### src/rtl/var_delay_sat_if.sv
// Sample/delay-control bundle for var_delay_sat: the source drives samples and
// delay loads, and the delay line returns the delayed, saturated stream.
interface var_delay_sat_if #(
    parameter int IN_D_WIDTH  = 16,
    parameter int OUT_D_WIDTH = 10,
    parameter int AW          = 6
);
    logic                          vld;
    logic signed [IN_D_WIDTH-1:0]  din;
    logic                          delay_wr;
    logic        [AW-1:0]          delay;
    logic signed [OUT_D_WIDTH-1:0] dout;
    logic                          dout_vld;
    logic                          sat;
    logic                          primed;

    modport master (
        output vld, din, delay_wr, delay,
        input  dout, dout_vld, sat, primed
    );

    modport slave (
        input  vld, din, delay_wr, delay,
        output dout, dout_vld, sat, primed
    );
endinterface

### src/rtl/var_delay_sat.sv
// Variable delay line counted in valid samples, with signed saturation of the
// delayed sample down to the output width. Outputs are zero until primed.
module var_delay_sat #(
    parameter int IN_D_WIDTH    = 16,
    parameter int OUT_D_WIDTH   = 10,
    parameter int MAX_DELAY     = 64,
    parameter int DEFAULT_DELAY = 1
) (
    input  logic           clk,
    input  logic           reset,
    var_delay_sat_if.slave bus
);
    localparam int AW = $clog2(MAX_DELAY);

    localparam logic [AW-1:0] ONE     = {{(AW-1){1'b0}}, 1'b1};
    localparam logic [AW-1:0] CNT_MAX = {AW{1'b1}};
    localparam logic signed [IN_D_WIDTH-1:0] SAT_HI =
        $signed({{(IN_D_WIDTH-OUT_D_WIDTH+1){1'b0}}, {(OUT_D_WIDTH-1){1'b1}}});
    localparam logic signed [IN_D_WIDTH-1:0] SAT_LO =
        $signed({{(IN_D_WIDTH-OUT_D_WIDTH+1){1'b1}}, {(OUT_D_WIDTH-1){1'b0}}});

    typedef enum logic [1:0] {
        ST_EMPTY = 2'd0,
        ST_FILL  = 2'd1,
        ST_RUN   = 2'd2
    } state_t;

    // Returns {clipped_flag, value}; equal widths never clip since the limits
    // then coincide with the full input range.
    function automatic logic [OUT_D_WIDTH:0] sat_fn(input logic signed [IN_D_WIDTH-1:0] x);
        logic [OUT_D_WIDTH:0] r;
        if (x > SAT_HI) begin
            r = {1'b1, SAT_HI[OUT_D_WIDTH-1:0]};
        end else if (x < SAT_LO) begin
            r = {1'b1, SAT_LO[OUT_D_WIDTH-1:0]};
        end else begin
            r = {1'b0, x[OUT_D_WIDTH-1:0]};
        end
        return r;
    endfunction

    logic signed [IN_D_WIDTH-1:0]  mem_r [MAX_DELAY];
    logic        [AW-1:0]          wr_ptr_r;
    logic        [AW-1:0]          cnt_r;
    logic        [AW-1:0]          d_r;
    state_t                        state_r;
    logic signed [OUT_D_WIDTH-1:0] dout_r;
    logic                          dout_vld_r;
    logic                          sat_r;

    logic        [AW-1:0]          d_eff_s;
    logic        [AW-1:0]          cnt_nxt_s;
    logic        [AW-1:0]          rd_addr_s;
    logic signed [IN_D_WIDTH-1:0]  rd_data_s;
    logic        [OUT_D_WIDTH:0]   sat_res_s;
    logic                          out_en_s;
    state_t                        state_nxt_s;

    // Datapath: a delay load applies to the sample arriving in the same cycle.
    always_comb begin
        d_eff_s = d_r;
        if (bus.delay_wr) begin
            if (bus.delay == {AW{1'b0}}) begin
                d_eff_s = ONE;
            end else begin
                d_eff_s = bus.delay;
            end
        end else begin
            d_eff_s = d_r;
        end
        if (bus.vld && (cnt_r != CNT_MAX)) begin
            cnt_nxt_s = cnt_r + ONE;
        end else begin
            cnt_nxt_s = cnt_r;
        end
        rd_addr_s = wr_ptr_r - d_eff_s;
        rd_data_s = mem_r[rd_addr_s];
        sat_res_s = sat_fn(rd_data_s);
        out_en_s  = (cnt_r >= d_eff_s);
    end

    // Fill-state next-state logic, evaluated from the updated count and delay.
    always_comb begin
        state_nxt_s = state_r;
        case (state_r)
            ST_EMPTY: begin
                if (bus.vld) begin
                    state_nxt_s = (cnt_nxt_s >= d_eff_s) ? ST_RUN : ST_FILL;
                end else begin
                    state_nxt_s = ST_EMPTY;
                end
            end
            ST_FILL, ST_RUN: begin
                if (cnt_nxt_s >= d_eff_s) begin
                    state_nxt_s = ST_RUN;
                end else begin
                    state_nxt_s = ST_FILL;
                end
            end
            default: state_nxt_s = ST_EMPTY;
        endcase
    end

    // Sample storage; contents are left stale across reset and masked by the fill count.
    always_ff @(posedge clk) begin
        if (bus.vld && !reset) begin
            mem_r[wr_ptr_r] <= bus.din;
        end
    end

    // Control state and registered outputs.
    always_ff @(posedge clk) begin
        if (reset) begin
            state_r    <= ST_EMPTY;
            wr_ptr_r   <= {AW{1'b0}};
            cnt_r      <= {AW{1'b0}};
            d_r        <= AW'(DEFAULT_DELAY);
            dout_r     <= {OUT_D_WIDTH{1'b0}};
            dout_vld_r <= 1'b0;
            sat_r      <= 1'b0;
        end else begin
            state_r <= state_nxt_s;
            d_r     <= d_eff_s;
            cnt_r   <= cnt_nxt_s;
            if (bus.vld) begin
                wr_ptr_r   <= wr_ptr_r + ONE;
                dout_vld_r <= 1'b1;
                if (out_en_s) begin
                    dout_r <= sat_res_s[OUT_D_WIDTH-1:0];
                    sat_r  <= sat_res_s[OUT_D_WIDTH];
                end else begin
                    dout_r <= {OUT_D_WIDTH{1'b0}};
                    sat_r  <= 1'b0;
                end
            end else begin
                dout_vld_r <= 1'b0;
                sat_r      <= 1'b0;
            end
        end
    end

    assign bus.dout     = dout_r;
    assign bus.dout_vld = dout_vld_r;
    assign bus.sat      = sat_r;
    assign bus.primed   = (state_r == ST_RUN);
endmodule
### src/flat_wrapper.sv
// flat-port wrapper written by rule: the top's interface ports become plain ports
module var_delay_sat_flat 
#(
    parameter int IN_D_WIDTH    = 16,
    parameter int OUT_D_WIDTH   = 10,
    parameter int MAX_DELAY     = 64,
    parameter int DEFAULT_DELAY = 1
)
  (clk, reset, bus_vld, bus_din, bus_delay_wr, bus_delay, bus_dout, bus_dout_vld, bus_sat, bus_primed);
  var_delay_sat_if #(.IN_D_WIDTH(IN_D_WIDTH), .OUT_D_WIDTH(OUT_D_WIDTH)) bus_i ();
  input  logic clk;
  input  logic reset;
  input wire logic [$bits(bus_i.vld)-1:0] bus_vld;
  input wire logic [$bits(bus_i.din)-1:0] bus_din;
  input wire logic [$bits(bus_i.delay_wr)-1:0] bus_delay_wr;
  input wire logic [$bits(bus_i.delay)-1:0] bus_delay;
  output wire logic [$bits(bus_i.dout)-1:0] bus_dout;
  output wire logic [$bits(bus_i.dout_vld)-1:0] bus_dout_vld;
  output wire logic [$bits(bus_i.sat)-1:0] bus_sat;
  output wire logic [$bits(bus_i.primed)-1:0] bus_primed;
  assign bus_i.vld = bus_vld;
  assign bus_i.din = bus_din;
  assign bus_i.delay_wr = bus_delay_wr;
  assign bus_i.delay = bus_delay;
  assign bus_dout = bus_i.dout;
  assign bus_dout_vld = bus_i.dout_vld;
  assign bus_sat = bus_i.sat;
  assign bus_primed = bus_i.primed;
  var_delay_sat #(.IN_D_WIDTH(IN_D_WIDTH), .OUT_D_WIDTH(OUT_D_WIDTH), .MAX_DELAY(MAX_DELAY), .DEFAULT_DELAY(DEFAULT_DELAY)) u_core (.clk(clk), .reset(reset), .bus(bus_i));
endmodule
### config.mk
export PLATFORM = sky130hd
export DESIGN_NAME = var_delay_sat_flat
export DESIGN_NICKNAME = d
export VERILOG_FILES = /design/src/rtl/var_delay_sat_if.sv /design/src/rtl/var_delay_sat.sv /design/src/flat_wrapper.sv
export SDC_FILE = /design/constraint.sdc
export NUM_CORES = 1
export LEC_CHECK = 0
export ABC_AREA = 1
export CELL_PAD_IN_SITES_DETAIL_PLACEMENT = 1
export CELL_PAD_IN_SITES_GLOBAL_PLACEMENT = 1
export CORE_AREA = 4 4 315 317
export DETAILED_ROUTE_END_ITERATION = 10
export DIE_AREA = 0 0 319 321
export GPL_TIMING_DRIVEN = 0
export PLACE_DENSITY = 0.75
export RECOVER_POWER = 25
export SETUP_SLACK_MARGIN = 0.2
export SYNTH_ARGS = -nofsm -noshare
export SYNTH_HDL_FRONTEND = slang
export SYNTH_SLANG_ARGS = --single-unit
### constraint.sdc
create_clock -name clk -period 4.28 [get_ports clk]
set_input_delay 0.856 -clock clk [delete_from_list [all_inputs] [get_ports clk]]
set_output_delay 0.856 -clock clk [all_outputs]
set_load 0.05 [all_outputs]
==> results.ini <==
[status]
status = complete, but fails checks
violations = max-capacitance violations, max-slew violations

[synth]
synth_edf_count = 1024
netlist.area_leader.share = 0.712
synth.avg_cell_area_um2 = 12.5
synth_cells = 3458
ys_types = 45
synth_nets = 3499
ys_seq_area_frac = 0.727
yosysTopAreaCell = edfxtp_1
synth-warning-count = 0
synthTopCellsByArea = edfxtp_1 71%, nand2_1 6.3%, o21ai_0 3.1%, a21oi_1 3.1%, nor2_1 2.9%
synth-seq-cells = 1056
syn-cell-area_um2 = 43200
async_flop_share = 0
synthFlopType = edfxtp_1

[power]
p_int_mw = 18.3
p_comb_frac = 0.216
p_total_mw = 26.5
total_leakage_power_nw = 17.4
clkPwrFrac = 0.354
vdd_drop_max_uv = 486
swShare = 0.308
p_per_area_nw_per_um2 = 519
p_sw_mw = 8.14
seqPwrFrac = 0.430

[setup_path]
critical_path_class = in2reg
crit_top_cell = nand2_1
crit_end = u_core.bus.dout[3]
r2r_end = u_core.bus.dout[3]
max_stage_delay_ns = 0.51
worstSetupStartpoint = bus_delay[2]
cp-end-kind = flip-flop
cp_max_fo = 10
worstPathArrival_ns = 4.67
reg2reg_slack_ns = 0.49
crit_required_ns = 4.86
critPathLaunchType = primary input
cp_slowest_cell = clkdlybuf4s50_1
ff2ff_path_depth = 25
regToRegStartpoint = u_core.wr_ptr_r[1]

[clocking]
cts_root_buf = clkbuf_16
clkLatencyLatePin_ns = 0.70
tritoncts = yes
clock_sinks = 1056
numCtsBuffers = 106
path_clk_slew_ns = 0.06
clock_path_buffers = 3
h-tree-depth = 3

[final_layout]
final_cell_mix = 1024 x edfxtp_1, 709 x nand2_1, 266 x nor2_1
fillers = 9598
layout.cells.non_filler = 5025
drive_gt1_frac = 0.163
fin_nets = 3703
final_common_cell = edfxtp_1
area_growth_syn_to_layout_pct = 18.2
final_core_util = 0.530

[sta]
worstMarginPinSlew_ns = 2.86
fmax_ghz = 0.245
slew_headroom = -0.904
whs_ns = 0.446
setup_slack_ns = 0.195
slew_violations = 536
final.period_utilization = 0.954
min_period_ns = 4.09
hold_viol = 0
rsz0062_at_grt = true
setup_viol = 0
final.setup_skew_ns = 0.0220

[drt]
drt_wl_total_um = 172000
drc = 0
first_pass_iters = 8
routed_via_density = 6.51
drt_iter0_drc = 5330
ant_nets = 0
vias = 32700
wire_per_inst_um = 34.2

[global_routing]
grt_use_met1 = 0.431
gr-max-usage-layer = met2
grt_pass1_wl_um = 240000
grt_pass1_vias = 33200
met2_usage = 0.496
antenna_found_initial = 13
grt_max_degree = 65
grt.total_usage = 0.328
use_met3 = 0.0803
overflow = 0

[die]
core_um2 = 96300
start_util = 0.448
rows = 114
die_w_um = 319
die_h_um = 321
io_pins = 39
die_area_um2 = 102000

[place]
io_buffer_count = 35
place_hpwl_um = 113000
post-place-ws_ns = -1.54
placedCellCount = 4818
gp_congestion = 0.970

[run]
cap_viol_max_count = 10

[worst_hold_path]
hold_path_class = in2reg

-- how the worst min path moves through the flow --
stage                        from                  to  slack, ns  cells after the start
2_1_floorplan       u_core.d_r[0]       u_core.d_r[0]       0.44                      2
3_3_place_gp   u_core.bus.dout[3]  u_core.bus.dout[3]       0.44                      2
3_5_place_dp   u_core.bus.dout[1]  u_core.bus.dout[1]       0.45                      2
4_1_cts        u_core.bus.dout[1]  u_core.bus.dout[1]       0.46                      2
5_1_grt              bus_delay_wr       u_core.d_r[0]       0.46                      3
6_report             bus_delay_wr       u_core.d_r[0]       0.45                      3
-- per-stage QoR --
stage | setup TNS, ns | instance area (um^2)
final | 0 | 51000
after global routing | 0 | 51000
after global placement | -528.46 | 45100
after floorplan | 0 | 43200
after detailed placement | -19.30 | 46600
after CTS | 0 | 50800
-- power groups by stage --
| stage | Clock [mW] | Combinational [mW] | Sequential (mW) |
|---|---|---|---|
| 3_5_place_dp | 0 | 4.87 | 11.6 |
| 3_3_place_gp | 0 | 4.66 | 11.6 |
| 4_1_cts | 9.35 | 5.31 | 11.4 |
| 2_1_floorplan | 0 | 2.72 | 11.6 |
| 6_report | 9.37 | 5.71 | 11.4 |
| 5_1_grt | 9.80 | 5.91 | 11.4 |
-- layer usage --
layer	part of all wire	wire [um]
met1	0.36	62400
met2	0.44	75100
met4	0.076	13000
met5	0.00041	70
met3	0.12	21300
-- sequential cells by signal, indices dropped and copies added, names as in the netlist --
signal and flops:
u_core.bus.dout 10, u_core.wr_ptr_r 6, u_core.d_r 6, u_core.state_r 2, u_core.mem_r 1024, u_core.bus.dout_vld 1, u_core.bus.sat 1, u_core.cnt_r 6
-- cell type report --
class                   count  area (um^2)  area share
diodes                      2         5.00   0.0000981
multi-input cells        2109        11200       0.219
clock inverters            64          597      0.0117
well taps                1276         1600      0.0313
plain buffers             227         1760      0.0346
repair buffers             96         1370      0.0268
clock buffers             129         2830      0.0555
inverters                  66          277     0.00542
flip-flops and latches   1056        31400       0.615
-- logic make-up after synthesis --
family | after synthesis | synth area share
DFF | 1056 | 0.727
AOI/OAI and AO/OA | 831 | 0.115
xor gates and xnor gates | 5 | 0.00101
muxes | 6 | 0.00139
and+or+nand+nor | 1252 | 0.118
buffers and inverters | 293 | 0.0335
adders and majority gates | 15 | 0.00435
-- timing repair --
item	CTS	global route
gates resized for setup	235	123
endpoints found under the setup margin	11	11
setup buffers	7	3
gates cloned	2	0
pin swaps	14	19
hold buffers	0	0
-- Yosys cell counts, types with 2 or more instances --
| cell type | count |
|---|---|
| nand3_1 | 131 |
| dfxtp_1 | 32 |
| nor2_1 | 334 |
| inv_1 | 57 |
| ha_1 | 15 |
| nand2_4 | 8 |
| nand3_2 | 4 |
| xor2_1 | 5 |
| nand2_2 | 16 |
| nand2_1 | 726 |
| a32o_1 | 54 |
| o22ai_1 | 69 |
| buf_2 | 111 |
| buf_1 | 12 |
| edfxtp_1 | 1024 |
| clkbuf_1 | 64 |
| clkinv_1 | 2 |
| o211ai_1 | 38 |
| o21ai_0 | 269 |
| a21oi_1 | 268 |
| o21a_1 | 10 |
| nand3b_1 | 2 |
| buf_4 | 27 |
| a22o_1 | 18 |
| buf_6 | 13 |
| o21ai_1 | 12 |
| nand4_1 | 18 |
| inv_6 | 2 |
| o21bai_1 | 2 |
| inv_2 | 5 |
| a22oi_1 | 76 |
| mux2i_1 | 6 |
| o221ai_1 | 8 |
| or2_2 | 4 |
| nor3_1 | 6 |
-- critical path, delay by kind of cell --
kind / cells / cell delay [ns]
adder cells (fa/ha/maj): 2 / 0.38
AND/OR/NAND/NOR: 15 / 1.64
buffers and inverters: 8 / 1.32
AO/OA/AOI/OAI: 3 / 0.45
No activity file was read; power rests on OpenSTA's default activity.
